$ cat src/rtl/tdm_voice_sequencer.sv
// Round-robin TDM slot source: one sample + enable per voice, emitted one slot per dsp_enable.
// Optional macro TDM_SEQ_FRAME_COHERENT_EN: writes go to a shadow bank committed at frame end.
module tdm_voice_sequencer #(
    parameter int unsigned NUM_VOICES = 4,
    parameter int unsigned D_W        = 16,
    parameter int unsigned CHANBITS   = 2
) (
    input  logic                dsp_clk,
    input  logic                rst,
    input  logic                dsp_enable,
    input  logic                wr_valid,
    output logic                wr_ready,
    input  logic [CHANBITS-1:0] wr_voice,
    input  logic [D_W-1:0]      wr_data,
    input  logic                wr_voice_en,
    output logic [CHANBITS-1:0] channel_out,
    output logic [D_W-1:0]      data_out_fix15_u16,
    output logic                is_channel_enabled,
    output logic                frame_start
);

    localparam logic [CHANBITS-1:0] LAST_SLOT = CHANBITS'(NUM_VOICES - 1);

    logic [CHANBITS-1:0] r_slot;
    logic [D_W-1:0]      r_active_data [NUM_VOICES];
    logic [NUM_VOICES-1:0] r_active_en;
    logic                r_wr_ready;
    logic [CHANBITS-1:0] r_channel;
    logic [D_W-1:0]      r_data;
    logic                r_enabled;
    logic                r_frame_start;

    logic w_fire;
    assign w_fire = wr_valid && r_wr_ready;

`ifdef TDM_SEQ_FRAME_COHERENT_EN
    logic [D_W-1:0]        r_shadow_data [NUM_VOICES];
    logic [NUM_VOICES-1:0] r_shadow_en;
    logic [NUM_VOICES-1:0] r_pending;
    logic                  w_commit;
    assign w_commit = dsp_enable && (r_slot == LAST_SLOT);
`endif

    always_ff @(posedge dsp_clk) begin
        if (rst) begin
            r_slot        <= '0;
            r_active_en   <= '0;
            r_wr_ready    <= 1'b0;
            r_channel     <= '0;
            r_data        <= '0;
            r_enabled     <= 1'b0;
            r_frame_start <= 1'b0;
            for (int v = 0; v < NUM_VOICES; v++) begin
                r_active_data[v] <= '0;
            end
`ifdef TDM_SEQ_FRAME_COHERENT_EN
            r_shadow_en <= '0;
            r_pending   <= '0;
            for (int v = 0; v < NUM_VOICES; v++) begin
                r_shadow_data[v] <= '0;
            end
`endif
        end else begin
            r_wr_ready <= 1'b1;
            if (dsp_enable) begin
                r_channel     <= r_slot;
                r_enabled     <= r_active_en[r_slot];
                r_data        <= r_active_en[r_slot] ? r_active_data[r_slot] : '0;
                r_frame_start <= (r_slot == '0);
                r_slot        <= (r_slot == LAST_SLOT) ? '0 : r_slot + 1'b1;
            end else begin
                r_frame_start <= 1'b0;
            end
`ifdef TDM_SEQ_FRAME_COHERENT_EN
            if (w_commit) begin
                for (int v = 0; v < NUM_VOICES; v++) begin
                    if (r_pending[v]) begin
                        r_active_data[v] <= r_shadow_data[v];
                        r_active_en[v]   <= r_shadow_en[v];
                    end
                end
                r_pending <= '0;
            end
            // Later assignment lets a write on the commit edge keep its pending bit.
            for (int v = 0; v < NUM_VOICES; v++) begin
                if (w_fire && (wr_voice == CHANBITS'(v))) begin
                    r_shadow_data[v] <= wr_data;
                    r_shadow_en[v]   <= wr_voice_en;
                    r_pending[v]     <= 1'b1;
                end
            end
`else
            for (int v = 0; v < NUM_VOICES; v++) begin
                if (w_fire && (wr_voice == CHANBITS'(v))) begin
                    r_active_data[v] <= wr_data;
                    r_active_en[v]   <= wr_voice_en;
                end
            end
`endif
        end
    end

    assign wr_ready           = r_wr_ready;
    assign channel_out        = r_channel;
    assign data_out_fix15_u16 = r_data;
    assign is_channel_enabled = r_enabled;
    assign frame_start        = r_frame_start;

endmodule

$ cat config.mk
export PLATFORM = sky130hd
export DESIGN_NAME = tdm_voice_sequencer
export DESIGN_NICKNAME = d
export VERILOG_FILES = /design/src/rtl/tdm_voice_sequencer.sv
export SDC_FILE = /design/constraint.sdc
export NUM_CORES = 1
export LEC_CHECK = 0
export BUFFER_PORTS_ARGS = -buffer_cell sky130_fd_sc_hd__buf_2
export CORE_ASPECT_RATIO = 2
export CORE_MARGIN = 5
export CORE_UTILIZATION = 52
export CTS_CLUSTER_SIZE = 28
export DETAILED_ROUTE_END_ITERATION = 12
export GPL_TIMING_DRIVEN = 0
export PLACE_DENSITY = 0.81
export REMOVE_ABC_BUFFERS = 1
export SYNTH_ARGS = -nofsm -noshare
export SYNTH_HDL_FRONTEND = slang
export SYNTH_SLANG_ARGS = --single-unit
$ cat constraint.sdc
create_clock -name dsp_clk -period 1.4 [get_ports dsp_clk]
set_input_delay 0.35 -clock dsp_clk [delete_from_list [all_inputs] [get_ports dsp_clk]]
set_output_delay 0.35 -clock dsp_clk [all_outputs]
set_load 0.02 [all_outputs]
# Yosys cells after proc, flatten, opt, wreduce, memory -nomap -nowiden
# Memory sizes are Yosys's and may differ from the RTL's. A register that Yosys moved wholly into a read port is not among the register bits.
# Index checks and enable logic that the tools add are counted.
[totals]
mem_count = 1
reg_bits = 27
output_inout_bits = 21
inputBits = 23
mem_bits_rw = 64
[classes]
n_bitwise = 5
magnitude_cmp = 1
muxes = 25
n_addsub = 1
n_eq_ne = 4
reduce_logical = 8
[mem_list]
columns = ["memory", "depth", "width", "rd", "rd_clocked_by_memory_dff", "wr", "line", "source"]
rows = [
  ["r_active_data", 4, 16, 1, 1, 4, "25", "logic [D_W-1:0] r_active_data [NUM_VOICES];"],
]
[ops]
columns = ["cell", "count"]
rows = [
  ["$mux W16", 5],
  ["$mux W1", 16],
  ["$eq A2 B2 Y1 const B", 3],
  ["$mux W2", 3],
  ["$logic_and A1 B1 Y1", 5],
  ["$logic_not A2 Y1", 2],
  ["$or A1 B1 Y1", 4],
  ["$lt A2 B3 Y1 const B", 1],
  ["$add A2 B1 Y2 const B", 1],
  ["$bmux W1 S2", 1],
  ["$eq A2 B1 Y1 const B", 1],
  ["$reduce_or A2 Y1", 1],
  ["$not A1 Y1", 1],
]

# Logic depth before layout (Yosys ltp)
[logic_depth]
word_depth = 6
depth_mapped = 5
depth_no_buf = 4

# Worst setup path after synthesis
# No wires, ideal clock.
[synth_path]
path_type = "register -> register"
startpoint = "register r_wr_ready, in the netlist wr_ready"
endpoint = "memory r_active_data[3][0], enable pin"
path_stages_with_launch = 3
synth_period_minus_slack_ps = 1491
required_time_ps = 1028
slack_ps = -91
setup_ps = 372
arrival_time_ps = 1119
path_cell_list = "dfxtp_1 -> nand4_1 -> nand2_1"
[synth_lines]
columns = ["element", "line", "source"]
rows = [
  ["start, declared", "27", "logic r_wr_ready;"],
  ["start signal, assigned", "48", "r_wr_ready <= 1'b0;"],
  ["start signal, assigned", "64", "r_wr_ready <= 1'b1;"],
  ["end, declared", "25", ""],
]

# Final worst setup path
[layout_path]
startpoint = "register r_slot[0]"
endpoint = "register r_enabled, in the netlist is_channel_enabled"
[layout_between]
elab_chain_len = 2
[layout_lines]
columns = ["element", "line", "source"]
rows = [
  ["start, declared", "24", "logic [CHANBITS-1:0] r_slot;"],
  ["start signal, assigned", "70", "r_slot <= (r_slot == LAST_SLOT) ? '0 : r_slot + 1'b1;"],
  ["$bmux W1 S2", "67", "r_enabled <= r_active_en[r_slot];"],
  ["$mux W1 (not written as such)", "67", ""],
  ["end signal, assigned", "67", ""],
  ["end, declared", "30", "logic r_enabled;"],
]
# No other way between the ends. The select of a mux whose other input is x is not followed.
# A chain may end at the register's enable or synchronous reset.

==> impl_summary.txt <==
----------------------------------------------------
[STA]
  Number of failing setup endpoints in the final timing report ... 17
  Final clock skew ... 0.00771 ns
  Achievable clock frequency ... 682 MHz
  Count of final max-slew check failures ... 0
  Final Worst Setup Slack ... -0.0653 ns
  Worst-margin pin slew ... 0.935 ns
  Number of hold-slack violations in the final timing report ... 0
  Final clock period utilization by the worst path ... 105%
  Time the final worst path needs with I/O delays and setup ... 1.47 ns
  RSZ-0062 raised after global routing ... yes
  Setup Total Neg Slack ... -0.417 ns
  Relative slew margins ... 37.7%

[Place]
  Placed Instances ... 398
  Weighted congestion at the end of routability-driven global placement ... 0.691
  Total of buffers placed on input and output ports ... 43
  Sum of net half-perimeters after detailed placement ... 4.60 mm

[Synth]
  XOR/XNOR Fraction of Synth Area ... 0%
  Number of unique standard cell types used by synthesis ... 25
  Main combinational cell family by area after synthesis ... simple AND/OR/NAND/NOR gates
  Simple-gate share of the synthesized area ... 18.8%
  Mean cell area of the mapped netlist ... 14.2 µm²
  Proportion of synthesized area in mux cells ... 12.3%
  Synthesized instance count ... 277
  Share of synthesized area occupied by flip-flops and latches ... 63.6%
  Adder-Cell Fraction of Synth Area ... 0.636%
  Post-synth design cell area ... 3940 µm²
  Share of the synthesized area in compound gates (AO/OA/AOI/OAI) ... 2.03%
  Syn. warnings ... 0
  Synthesized flop and latch total ... 93

[Worst setup path]
  Worst Path Required ... 1.61 ns
  Critical Path Start Type ... register
  Signal arrival time at the worst endpoint ... 1.68 ns
  Kind of capture point of the worst setup path ... register
  Max Fanout on Critical Path ... 5
  Worst setup path class ... reg2reg

[Floorplanning]
  Starting utilization of the core area ... 52.6%
  Die footprint ... 9520 µm²
  DIE HEIGHT ... 133 µm
  Standard-cell rows ... 45
  Number of top-level pins ... 44
  Core Footprint ... 7490 µm²
  Die Width ... 71.5 µm

[Pwr]
  Power, Total ... 5660 µW
  Power Internal ... 4410 µW
  Worst supply voltage drop on vdd ... 0.000879 V
  Pwr Density ... 1180 nW/µm²
  Leakage ... 0.00185 µW
  Combinational share of power ... 7.9%
  Switching power summed over all nets ... 1260 µW
  Share of total power in sequential cells ... 54.3%
  Clock power frac ... 37.8%
  Switching share of power ... 22.2%

[Finish]
  Relative area change from synthesis to final layout ... 22.1%
  Antenna Diode Count ... 0
  Share of final-layout standard cells stronger than drive strength 1 ... 39.2%
  Final standard cell count with taps included and fillers excluded ... 426
  NumNets Final ... 352

[CTS]
  Root buffer cell ... sky130_fd_sc_hd__clkbuf_16
  Maximum buffer depth of the clock tree ... 2
  Post-CTS Hold Fix Bufs ... 0
  Level count of the clock H-tree ... 3
  Clock sinks ... 93
  Clock tree from TritonCTS ... built
  Number of CTS-inserted buffers ... 9
  Source-to-sink clock delay at the later pin of the worst-skew pair ... 0.34 ns
  Clock transition at path regs ... 0.06 ns

[Global routing]
  Remaining Overflow, GRT ... 0
  Highest-utilization routing layer at the global route stage ... met2
  Number of global-route vias before repair ... 2588
  GRT Resource Usage Total ... 19.0%
  Maximum number of pins on one net before global-route repair ... 39
  Met2 Resource Use GR ... 34.2%
  Global-route wire length before repair ... 13.2 mm
  Number of antenna violations at the first check in global routing ... 0
  Met1 Track Usage GR ... 21.0%
  Met3 capacity usage during global routing ... 4.41%

[Route]
  Vias after detailed routing ... 2318
  DRT Wirelength ... 8.32 mm
  Ratio of routed vias to standard cells ... 5.44
  Drt drc ... 0
  Initial DRC count ... 140
  Number of search-and-repair iterations in the first detailed-routing pass ... 4
  Number of nets still failing antenna checks after routing ... 0
  DR WL/cell ... 19.5 µm

[Outcome]
  Violated checks ... negative setup slack
  Result of the run ... finished with violations

[Worst hold path]
  Class of the most critical hold timing path ... in2reg

[Job]
  Maximum capacitance violations ... 0

----------------------------------------------------
[placed cells by master (no fill, tap or decap), drive strengths merged, types with 5 or more instances in the layout]
cell | synthesis | routed
a21oi | 16 | 16
and2 | 64 | 64
buf | 8 | 55
clkbuf | 8 | 10
clkinv | 0 | 5
dfxtp | 29 | 29
edfxtp | 64 | 64
mux2i | 9 | 9
mux4 | 17 | 17
nand2b | 16 | 16
nand3 | 16 | 16
nor2 | 11 | 11
[synthesized netlist by cell type]
library cell / number / area share, %
sky130_fd_sc_hd__inv_1: 3 / 0.29
sky130_fd_sc_hd__nand4_1: 1 / 0.16
sky130_fd_sc_hd__nand3b_4: 1 / 0.51
sky130_fd_sc_hd__edfxtp_1: 64 / 49
sky130_fd_sc_hd__buf_6: 3 / 0.86
sky130_fd_sc_hd__mux4_2: 14 / 8.0
sky130_fd_sc_hd__and4bb_2: 1 / 0.32
sky130_fd_sc_hd__nor2_1: 11 / 1.0
sky130_fd_sc_hd__nand3_1: 16 / 2.0
sky130_fd_sc_hd__mux2i_1: 9 / 2.3
sky130_fd_sc_hd__nand2b_1: 16 / 2.5
sky130_fd_sc_hd__a21oi_1: 16 / 2.0
sky130_fd_sc_hd__mux4_1: 3 / 2.0
sky130_fd_sc_hd__buf_2: 5 / 0.64
sky130_fd_sc_hd__and3_1: 1 / 0.16
sky130_fd_sc_hd__nand2_1: 4 / 0.38
sky130_fd_sc_hd__nor3_2: 1 / 0.25
sky130_fd_sc_hd__or2_2: 1 / 0.16
sky130_fd_sc_hd__dfxtp_1: 29 / 15
sky130_fd_sc_hd__nor3b_2: 2 / 0.64
sky130_fd_sc_hd__nand4b_1: 2 / 0.45
sky130_fd_sc_hd__clkbuf_2: 3 / 0.38
sky130_fd_sc_hd__ha_1: 2 / 0.64
sky130_fd_sc_hd__and2_1: 64 / 10
sky130_fd_sc_hd__clkbuf_1: 5 / 0.48
[timing repair]
action                                  CTS  global route
cloned                                    2             0
endpoints found under the setup margin  145            98
resized for setup                        46            14
hold endpoints to repair                  0             0
pin swaps                                16             3
setup buffers                            12             0
[path summary, 6_finish.rpt]
path              slack (ns)                                start                                  end  cells past startpoint
setup reg to reg       -0.07               r_slot[0]$_SDFFE_PP0P_      is_channel_enabled$_SDFFE_PP0P_                      4
setup / recovery       -0.07               r_slot[0]$_SDFFE_PP0P_      is_channel_enabled$_SDFFE_PP0P_                      4
hold reg to reg         0.48  data_out_fix15_u16[11]$_SDFFE_PP0P_  data_out_fix15_u16[11]$_SDFFE_PP0P_                      2
hold / removal          0.30                          wr_voice_en          r_active_en[3]$_SDFFE_PP0P_                      3
[through the flow]
stage | utilization (%) | setup WS [ns] | instance area (µm²) | hold WS (ns)
2_1_floorplan | - | -0.324 | 3840 | 0.419
6_report | 64.2 | -0.0653 | 4810 | 0.304
3_5_place_dp | 55.8 | -0.725 | 4180 | 0.458
3_3_place_gp | 55.8 | -0.667 | 4180 | 0.450
5_1_grt | 64.2 | -0.0873 | 4810 | 0.317
4_1_cts | 64.3 | -0.115 | 4820 | 0.295
[final cells by class]
class                   count  area [µm²]
clock buffers              10         229
well taps                  94         118
fillers                   535        2680
inverters                   3        11.3
flip-flops and latches     93        2510
multi-input cells         165        1540
repair buffers             55         365
clock inverters             6        31.3
[registers in the layout, summed over array words and instances (netlist names), named ones only]
register            count
r_slot                  2
frame_start             1
r_active_en             4
channel_out             2
is_channel_enabled      1
data_out_fix15_u16     16
wr_ready                1
r_active_data          64
[power by group through the flow]
stage	clock network [µW]	logic [µW]	registers, µW
after detailed placement	0	332	3160
after global placement	0	318	3150
after floorplan	0	186	3140
final	2140	447	3080
after CTS	2180	448	3080
after global routing	2270	482	3090
[critical path: stages (launching register included)]
cell and delay [ns]:
sky130_fd_sc_hd__dfxtp_4 0.36, sky130_fd_sc_hd__mux4_2 0.59, sky130_fd_sc_hd__buf_12 0.19, sky130_fd_sc_hd__mux2i_1 0.13, sky130_fd_sc_hd__nor2_1 0.06
[logic make-up (layout without fill, tap and decap cells)]
| group | count (synthesis) | after routing |
|---|---|---|
| AND/OR/NAND/NOR | 121 | 121 |
| flip-flops | 93 | 93 |
| multiplexers | 26 | 26 |
| buffers and inverters | 19 | 74 |
| AO/OA/AOI/OAI | 16 | 16 |
| adder cells (fa/ha/maj) | 2 | 2 |
[metal layers]
| layer | routed length (µm) | vias to the layer above |
|---|---|---|
| met4 | 129 | 0 |
| met1 | 3110 | 1155 |
| met2 | 4740 | 56 |
| met3 | 337 | 10 |
| li1 | - | 1097 |
| met5 | 0 | - |
Power figures use the tool's default switching activity.
